===== src/rtl/cacheline_adapter_if.sv =====
// Bundles the cache-side line port (dfp_*) and the burst memory port (bmem_*).
// slave = adapter view, master = cache/memory environment view.
interface cacheline_adapter_if #(
  parameter int BEAT_W = 64,
  parameter int BEATS  = 4
);
  localparam int LINE_W = BEAT_W * BEATS;

  logic [31:0]       dfp_addr;
  logic              dfp_read;
  logic              dfp_write;
  logic [LINE_W-1:0] dfp_wdata;
  logic [LINE_W-1:0] dfp_rdata;
  logic              dfp_resp;

  logic [31:0]       bmem_addr;
  logic              bmem_read;
  logic              bmem_write;
  logic [BEAT_W-1:0] bmem_wdata;
  logic              bmem_ready;
  logic [31:0]       bmem_raddr;
  logic [BEAT_W-1:0] bmem_rdata;
  logic              bmem_rvalid;

  modport slave (
    input  dfp_addr, dfp_read, dfp_write, dfp_wdata,
    output dfp_rdata, dfp_resp,
    output bmem_addr, bmem_read, bmem_write, bmem_wdata,
    input  bmem_ready, bmem_raddr, bmem_rdata, bmem_rvalid
  );

  modport master (
    output dfp_addr, dfp_read, dfp_write, dfp_wdata,
    input  dfp_rdata, dfp_resp,
    input  bmem_addr, bmem_read, bmem_write, bmem_wdata,
    output bmem_ready, bmem_raddr, bmem_rdata, bmem_rvalid
  );
endinterface


===== src/rtl/cacheline_adapter.sv =====
// Converts whole-line cache reads/writes into BEATS-beat bursts, one transaction at a time.
// Optional: define CACHELINE_ADAPTER_ADDR_CHECK_EN to accept only read beats tagged with the line address.
module cacheline_adapter #(
  parameter int BEAT_W = 64,
  parameter int BEATS  = 4
) (
  input logic                clk,
  input logic                rst,
  cacheline_adapter_if.slave bus
);
  localparam int LINE_W = BEAT_W * BEATS;
  localparam int CNT_W  = (BEATS > 1) ? $clog2(BEATS) : 1;
  localparam int OFFS_W = $clog2(LINE_W / 8);
  localparam logic [CNT_W-1:0] LAST = CNT_W'(BEATS - 1);

  typedef enum logic [2:0] {IDLE, RD_CMD, RD_DATA, WR_DATA, RESP} state_t;

  state_t                         state, state_next;
  logic [CNT_W-1:0]               cnt;
  logic [31:0]                    addr_q;
  logic [BEATS-1:0][BEAT_W-1:0]   wr_line;
  logic [BEATS-1:0][BEAT_W-1:0]   rd_line;
  logic [BEATS-1:0][BEAT_W-1:0]   line_next;
  logic [LINE_W-1:0]              rdata_q;
  logic                           beat_ok;

  logic unused_addr_lsb;
  assign unused_addr_lsb = ^bus.dfp_addr[OFFS_W-1:0];

`ifdef CACHELINE_ADAPTER_ADDR_CHECK_EN
  assign beat_ok = (state == RD_DATA) && bus.bmem_rvalid && (bus.bmem_raddr == addr_q);
`else
  logic unused_raddr;
  assign unused_raddr = ^bus.bmem_raddr;
  assign beat_ok = (state == RD_DATA) && bus.bmem_rvalid;
`endif

  // NOTE: sequential state uses non-blocking (<=) so every flop samples pre-edge values.
  always_ff @(posedge clk) begin
    if (rst) state <= IDLE;
    else     state <= state_next;
  end

  // NOTE: every output of this block is defaulted first, so no path can infer a latch.
  always_comb begin
    state_next      = state;
    bus.bmem_read   = 1'b0;
    bus.bmem_write  = 1'b0;
    bus.bmem_wdata  = '0;
    bus.dfp_resp    = 1'b0;
    unique case (state)
      IDLE: begin
        if (bus.dfp_read)       state_next = RD_CMD;   // read wins over write
        else if (bus.dfp_write) state_next = WR_DATA;
      end
      RD_CMD: begin
        bus.bmem_read = 1'b1;
        if (bus.bmem_ready) state_next = RD_DATA;
      end
      RD_DATA: begin
        if (beat_ok && cnt == LAST) state_next = RESP;
      end
      WR_DATA: begin
        bus.bmem_write = 1'b1;
        bus.bmem_wdata = wr_line[cnt];
        if (bus.bmem_ready && cnt == LAST) state_next = RESP;
      end
      RESP: begin
        bus.dfp_resp = 1'b1;
        state_next   = IDLE;
      end
      default: state_next = IDLE;
    endcase
  end

  // Full line as it will look once the current beat lands in its slot.
  always_comb begin
    line_next      = rd_line;
    line_next[cnt] = bus.bmem_rdata;
  end

  // NOTE: line buffers are reset too, so outputs are never X after reset.
  always_ff @(posedge clk) begin
    if (rst) begin
      cnt     <= '0;
      addr_q  <= '0;
      wr_line <= '0;
      rd_line <= '0;
      rdata_q <= '0;
    end else begin
      unique case (state)
        IDLE: begin
          if (bus.dfp_read || bus.dfp_write)
            addr_q <= {bus.dfp_addr[31:OFFS_W], OFFS_W'(0)};
          if (!bus.dfp_read && bus.dfp_write)
            wr_line <= bus.dfp_wdata;
        end
        RD_DATA: begin
          if (beat_ok) begin
            rd_line[cnt] <= bus.bmem_rdata;
            cnt          <= cnt + 1'b1;
            if (cnt == LAST) rdata_q <= line_next;
          end
        end
        WR_DATA: begin
          if (bus.bmem_ready) cnt <= cnt + 1'b1;
        end
        default: ;
      endcase
    end
  end

  assign bus.bmem_addr = addr_q;
  assign bus.dfp_rdata = rdata_q;
endmodule


===== src/flat_wrapper.sv =====
// flat-port wrapper written by rule: the top's interface ports become plain ports
module cacheline_adapter_flat 
#(
  parameter int BEAT_W = 64,
  parameter int BEATS  = 4
)
  (clk, rst, bus_dfp_addr, bus_dfp_read, bus_dfp_write, bus_dfp_wdata, bus_dfp_rdata, bus_dfp_resp, bus_bmem_addr, bus_bmem_read, bus_bmem_write, bus_bmem_wdata, bus_bmem_ready, bus_bmem_raddr, bus_bmem_rdata, bus_bmem_rvalid);
  cacheline_adapter_if #(.BEAT_W(BEAT_W), .BEATS(BEATS)) bus_i ();
  input logic clk;
  input logic rst;
  input wire logic [$bits(bus_i.dfp_addr)-1:0] bus_dfp_addr;
  input wire logic [$bits(bus_i.dfp_read)-1:0] bus_dfp_read;
  input wire logic [$bits(bus_i.dfp_write)-1:0] bus_dfp_write;
  input wire logic [$bits(bus_i.dfp_wdata)-1:0] bus_dfp_wdata;
  output wire logic [$bits(bus_i.dfp_rdata)-1:0] bus_dfp_rdata;
  output wire logic [$bits(bus_i.dfp_resp)-1:0] bus_dfp_resp;
  output wire logic [$bits(bus_i.bmem_addr)-1:0] bus_bmem_addr;
  output wire logic [$bits(bus_i.bmem_read)-1:0] bus_bmem_read;
  output wire logic [$bits(bus_i.bmem_write)-1:0] bus_bmem_write;
  output wire logic [$bits(bus_i.bmem_wdata)-1:0] bus_bmem_wdata;
  input wire logic [$bits(bus_i.bmem_ready)-1:0] bus_bmem_ready;
  input wire logic [$bits(bus_i.bmem_raddr)-1:0] bus_bmem_raddr;
  input wire logic [$bits(bus_i.bmem_rdata)-1:0] bus_bmem_rdata;
  input wire logic [$bits(bus_i.bmem_rvalid)-1:0] bus_bmem_rvalid;
  assign bus_i.dfp_addr = bus_dfp_addr;
  assign bus_i.dfp_read = bus_dfp_read;
  assign bus_i.dfp_write = bus_dfp_write;
  assign bus_i.dfp_wdata = bus_dfp_wdata;
  assign bus_dfp_rdata = bus_i.dfp_rdata;
  assign bus_dfp_resp = bus_i.dfp_resp;
  assign bus_bmem_addr = bus_i.bmem_addr;
  assign bus_bmem_read = bus_i.bmem_read;
  assign bus_bmem_write = bus_i.bmem_write;
  assign bus_bmem_wdata = bus_i.bmem_wdata;
  assign bus_i.bmem_ready = bus_bmem_ready;
  assign bus_i.bmem_raddr = bus_bmem_raddr;
  assign bus_i.bmem_rdata = bus_bmem_rdata;
  assign bus_i.bmem_rvalid = bus_bmem_rvalid;
  cacheline_adapter #(.BEAT_W(BEAT_W), .BEATS(BEATS)) u_core (.clk(clk), .rst(rst), .bus(bus_i));
endmodule

===== config.mk =====
export PLATFORM = sky130hd
export DESIGN_NAME = cacheline_adapter_flat
export DESIGN_NICKNAME = d
export VERILOG_FILES = /design/src/rtl/cacheline_adapter_if.sv /design/src/rtl/cacheline_adapter.sv /design/src/flat_wrapper.sv
export SDC_FILE = /design/constraint.sdc
export NUM_CORES = 2
export LEC_CHECK = 0
export CAP_MARGIN = 20
export CORE_AREA = 2 2 294 296
export DETAILED_ROUTE_END_ITERATION = 10
export DIE_AREA = 0 0 296 298
export PLACE_DENSITY = 0.68
export SETUP_SLACK_MARGIN = 0.15
export SYNTH_ARGS = -nofsm -noshare
export SYNTH_HDL_FRONTEND = slang
export SYNTH_SLANG_ARGS = --single-unit

===== constraint.sdc =====
create_clock -name clk -period 2.7 [get_ports clk]
set_input_delay 0.675 -clock clk [delete_from_list [all_inputs] [get_ports clk]]
set_output_delay 0.675 -clock clk [all_outputs]
set_load 0.02 [all_outputs]

---- Yosys cells after proc, flatten, opt, wreduce, memory -nomap -nowiden ----
Index checks and enable logic that the tools add are counted.
storage, ports and cells
  flip-flop bits (word level) ............. 800
operators by class
  add/sub/neg operators ................... 1
  magnitude comparators ................... 2
  equality and inequality tests ........... 11
  muxes and demuxes ....................... 18
  reductions and logical operators ........ 15
operator list
  cell                                                                     number
  256-bit bitwise mux                                                      1
  64-bit two-way mux                                                       3
  64-bit binary-select mux with 2-bit select                               1
  64-bit demux with 2-bit select                                           1
  3-bit two-way mux                                                        5
  3-bit case mux with 4 select lines                                       1
  3-bit by 2-bit == test with 1-bit output, second input constant          2
  2-bit inequality test, second input constant                             3
  2-bit AND reduction                                                      3
  3-bit AND reduction                                                      2
  1-bit logical AND                                                        5
  2-bit two-way mux                                                        2
  2-bit by 1-bit inequality test with 1-bit output, second input constant  2
  2-bit case mux with 2 select lines                                       1
  4-bit AND reduction                                                      1
  3-bit by 1-bit == test with 1-bit output, second input constant          1
  3-bit == test, second input constant                                     1
  3-bit zero test                                                          1
  2-bit by 3-bit < comparator with 1-bit output, second input constant     1
  1-bit two-way mux                                                        3
  3-bit inequality test, second input constant                             1
  2-bit by 1-bit adder with 2-bit output, second input constant            1
  2-bit == test, second input constant                                     1
  2-bit by 1-bit >= comparator with 1-bit output, second input constant    1
  other kinds (3)                                                          3

---- Depth between registers and ports, before layout ----
  depth in word-level cells ............... 5
  gate-level depth with buffers ........... 8
  mapped depth without buffers ............ 4

---- Worst setup path after synthesis ----
OpenSTA, ideal clock, no wires.
  path kind ............................... reg2out
  from .................................... reg u_core.cnt[1]
  to ...................................... out bus_bmem_wdata[16]
  arrival ................................. 1.546 ns
  required time ........................... 2.025 ns
  slack ................................... 0.479 ns
  stages on the path, launching flop included .. 5
  cell sequence ........................... dfxtp_1 -> buf_4 -> buf_4 -> mux4_2 -> and3_1
between the ends
  cells in the longest elaborated chain, start to end .. 3
RTL lines
  what                                        line                      text
  from (decl)                                 cacheline_adapter.sv:19   logic [CNT_W-1:0] cnt;
  from (signal assigned)                      cacheline_adapter.sv:101  cnt <= cnt + 1'b1;
  from (signal assigned)                      cacheline_adapter.sv:106  if (bus.bmem_ready) cnt <= cnt + 1'b1;
  64-bit binary-select mux with 2-bit select  cacheline_adapter.sv:65   bus.bmem_wdata = wr_line[cnt];
  64-bit two-way mux (implied by the code)    cacheline_adapter.sv:65
  64-bit two-way mux                          cacheline_adapter.sv:51   unique case (state)
  to (decl)                                   flat_wrapper.sv:20        output wire logic [$bits(bus_i.bmem_wdata)-1:0] bus_bmem_wdata;
No other way between the ends. The select of a mux whose other input is x is not followed.

---- Worst setup path in the final report ----
  from .................................... reg u_core.cnt[1]
  to ...................................... out bus_bmem_wdata[7]
The elaborated chain is that of the path after synthesis.

==> results.sh <==
export IMPL_status="finished with violations"
export IMPL_violations="negative setup slack"
export IMPL_max_freq_mhz=343.5
export IMPL_max_cap_viol_count=0
export IMPL_portBuffers=702
export IMPL_synth_edf_count=0
export IMPL_cts_root_buffer="clkbuf_16"
export IMPL_skew_ps=33.47
export IMPL_power_leakage_uw=0.01760
export IMPL_synth_common_cells="888 x nand2b_1, 736 x dfxtp_1, 668 x mux2i_1"
export IMPL_num_rows=107
export IMPL_ir_worst_vdd_mv=0.4537
export IMPL_routed_wl_mm=109.6
export IMPL_pre_cts_slack_ps=7.550
export IMPL_cp_end_kind="primary output"
export IMPL_first_global_vias=26591
export IMPL_htreeDepth=3
export IMPL_syn_area_um2=35820
export IMPL_drive_gt1_share_pct=21.32
export IMPL_cp_start_kind="register"
export IMPL_path_class="register to primary output"
export IMPL_postPlaceCellArea_um2=44000
export IMPL_whs_ps=469.1
export IMPL_arrival_ps=2240
export IMPL_cts_hold_buf=0
export IMPL_clock_latency_ps=630
export IMPL_die_w_um=296
export IMPL_synth_most_common_cell="nand2b_1"
export IMPL_cts_sinks=736
export IMPL_yosysWarnings=0
export IMPL_synth_area_per_cell_um2=10.91
export IMPL_cts_buffers=82
export IMPL_synth_area_leader_cell="dfxtp_1"
export IMPL_netlist_instances=3284
export IMPL_hpwl_mm=74.20
export IMPL_fin_area_um2=47790
export IMPL_drt_wirelength_per_cell_um=21.28
export IMPL_finalNetCount=4309
export IMPL_final_max_slew_viol_count=0
export IMPL_drt_first_iter_violations=1361
export IMPL_ys_seq_elements=736
export IMPL_detail_route_antenna_nets=0
export IMPL_multi_input_area_um2=19420
export IMPL_finalHoldViolCount=0
export IMPL_setup_ws_ps=-211.4
export IMPL_async_flop_share_pct=0
export IMPL_firstDrtPassIters=5
export IMPL_rsz0062_at_grt="true"
export IMPL_cts_buffer_depth=3
export IMPL_ys_seq_area_share_pct=41.14
export IMPL_finalPower_uw=26020
export IMPL_finalCritPeriodShare_pct=107.8
export IMPL_io_pins=745
export IMPL_gr_usage_all_layers_pct=24.26
export IMPL_vias=26086
export IMPL_finalCriticalPeriod_ps=2911
export IMPL_rrSetupSlack_ps=350
export IMPL_gp_congestion=0.8237
export IMPL_vias_per_cell=5.064
export IMPL_start_util_pct=42.20
export IMPL_fin_cells=5151
export IMPL_worst_pin_slew_ps=1033
export IMPL_fp_dieH_um=298
export IMPL_gr_total_overflow=0
export IMPL_synth_main_ff_cell="dfxtp_1"
export IMPL_dp_cells=4935
export IMPL_setup_viol=62
export IMPL_yosys_top_cells_area="dfxtp_1 41%, mux2i_1 19%, nand2b_1 16%, a211oi_2 6.3%, a21oi_2 4.2%"
export IMPL_synthToLayoutAreaGrowth_pct=33.43
export IMPL_fillerInstances=7409
export IMPL_cellPowerDensity_nw_per_um2=544.5
export IMPL_cp_required_ps=2030
export IMPL_die_area_um2=88210
export IMPL_cts_tree="yes"
export IMPL_synth_top_cell_area_share_pct=41.14
export IMPL_antenna_found_initial=38
export IMPL_core_um2=84880
export IMPL_worst_path_max_fanout=8
export IMPL_max_slew_margin_pct=31.12
export IMPL_regArea_um2=14750
export IMPL_path_clk_slew_ps=60
export IMPL_drc=0
export IMPL_grt_pass1_wl_mm=165.2
export IMPL_ys_types=41
export IMPL_hp_class="register to register"
export IMPL_grt_max_degree=128
state kept, by name, indices dropped and copies added, names as in the netlist:
signal,count
u_core.bus.dfp_rdata,256
u_core.wr_line,256
u_core.rd_line,192
u_core.bus.bmem_addr,27
u_core.state,3
u_core.cnt,2
kinds of logic (layout without fill, tap and decap cells):
kind of cell             count (synthesis)  in the layout  share of synthesized area (%)
buffers and inverters                  319           1008                          5.789
multiplexers                           733            733                          22.72
adder cells (fa/ha/maj)                  4              4                         0.1397
other                                    1             35                        0.01047
flip-flops                             736            736                          41.14
AO/OA/AOI/OAI                          455            455                          12.03
AND/OR/NAND/NOR                       1036           1036                          18.16
layout by cell type, fill, tap and decap left out, types with 2 or more instances in the layout:
cell and count:
ha_4 4, nand2_4 3, and3_4 60, buf_2 3, clkinv_2 13, nor2b_4 2, buf_12 71, nand2_1 2
conb_1 5, clkdlybuf4s50_1 634, a211oi_2 180, a211oi_1 12, clkbuf_1 19, o21ai_0 65, nor3b_1 2, nand2b_1 888
inv_16 2, clkbuf_2 2, dfxtp_4 3, bufinv_16 5, a21oi_2 170, a21oi_1 23, clkbuf_16 83, dfxtp_1 731
clkinv_16 2, diode_2 30, inv_1 3, mux2i_1 668, buf_6 75, dfxtp_2 2, buf_16 5, or3_1 64
buf_4 63, clkbuf_8 19, nor2_1 3, mux4_2 64, buf_8 4, and3_1 4
power by group:
group | internal, uW | switching, uW
logic | 1670 | 1530
registers | 11200 | 173
clock network | 6710 | 4770
total | 19500 | 6470
final timing paths:
path                                         from                       end  cells after the start
worst min register to register  u_core.wr_line[9]         u_core.wr_line[9]                      2
worst max register to register      u_core.cnt[0]  u_core.bus.dfp_rdata[29]                      8
worst min-delay path            u_core.wr_line[9]         u_core.wr_line[9]                      2
worst max-delay path                u_core.cnt[1]         bus_bmem_wdata[7]                      6
routing by layer:
| layer | vias up | GRT usage (%) | routed length, um | part of all wire, % |
|---|---|---|---|---|
| met5 | - | 0 | 92 | 0.084 |
| met4 | 14 | 9.307 | 3127 | 2.9 |
| met3 | 157 | 6.102 | 7258 | 6.6 |
| met2 | 668 | 39.65 | 52060 | 47 |
| met1 | 12559 | 30.63 | 47080 | 43 |
| li1 | 12688 | - | - | - |
what timing repair did:
item	4_1_cts	5_1_grt
setup endpoints to repair	68	67
pin swaps	17	15
gates resized for setup	434	60
endpoints found under the hold margin	0	0
buffers inserted	27	7
cloned	6	0
critical path, stage by stage (launching register included):
cell and delay (ps):
dfxtp_4 420, buf_4 140, buf_12 100, buf_16 110, mux4_2 470, and3_1 200, buf_2 150
per-stage QoR:
stage	TNS [ps]	utilization, %
finish	-6994	56.30
global route	-12210	56.29
floorplan	0	-
CTS	-11580	55.91
global placement	0	51.84
detailed placement	0	51.84
cell type report:
cell class              count  share of cell area (%)
diodes                     30                  0.1571
clock buffers             121                   5.043
clock inverters            25                  0.7305
inverters                   4                 0.03142
multi-input cells        2233                   40.64
flip-flops and latches    736                   30.86
well taps                1144                   2.995
repair buffers            858                   19.55
(Power assumes the default switching activity.)
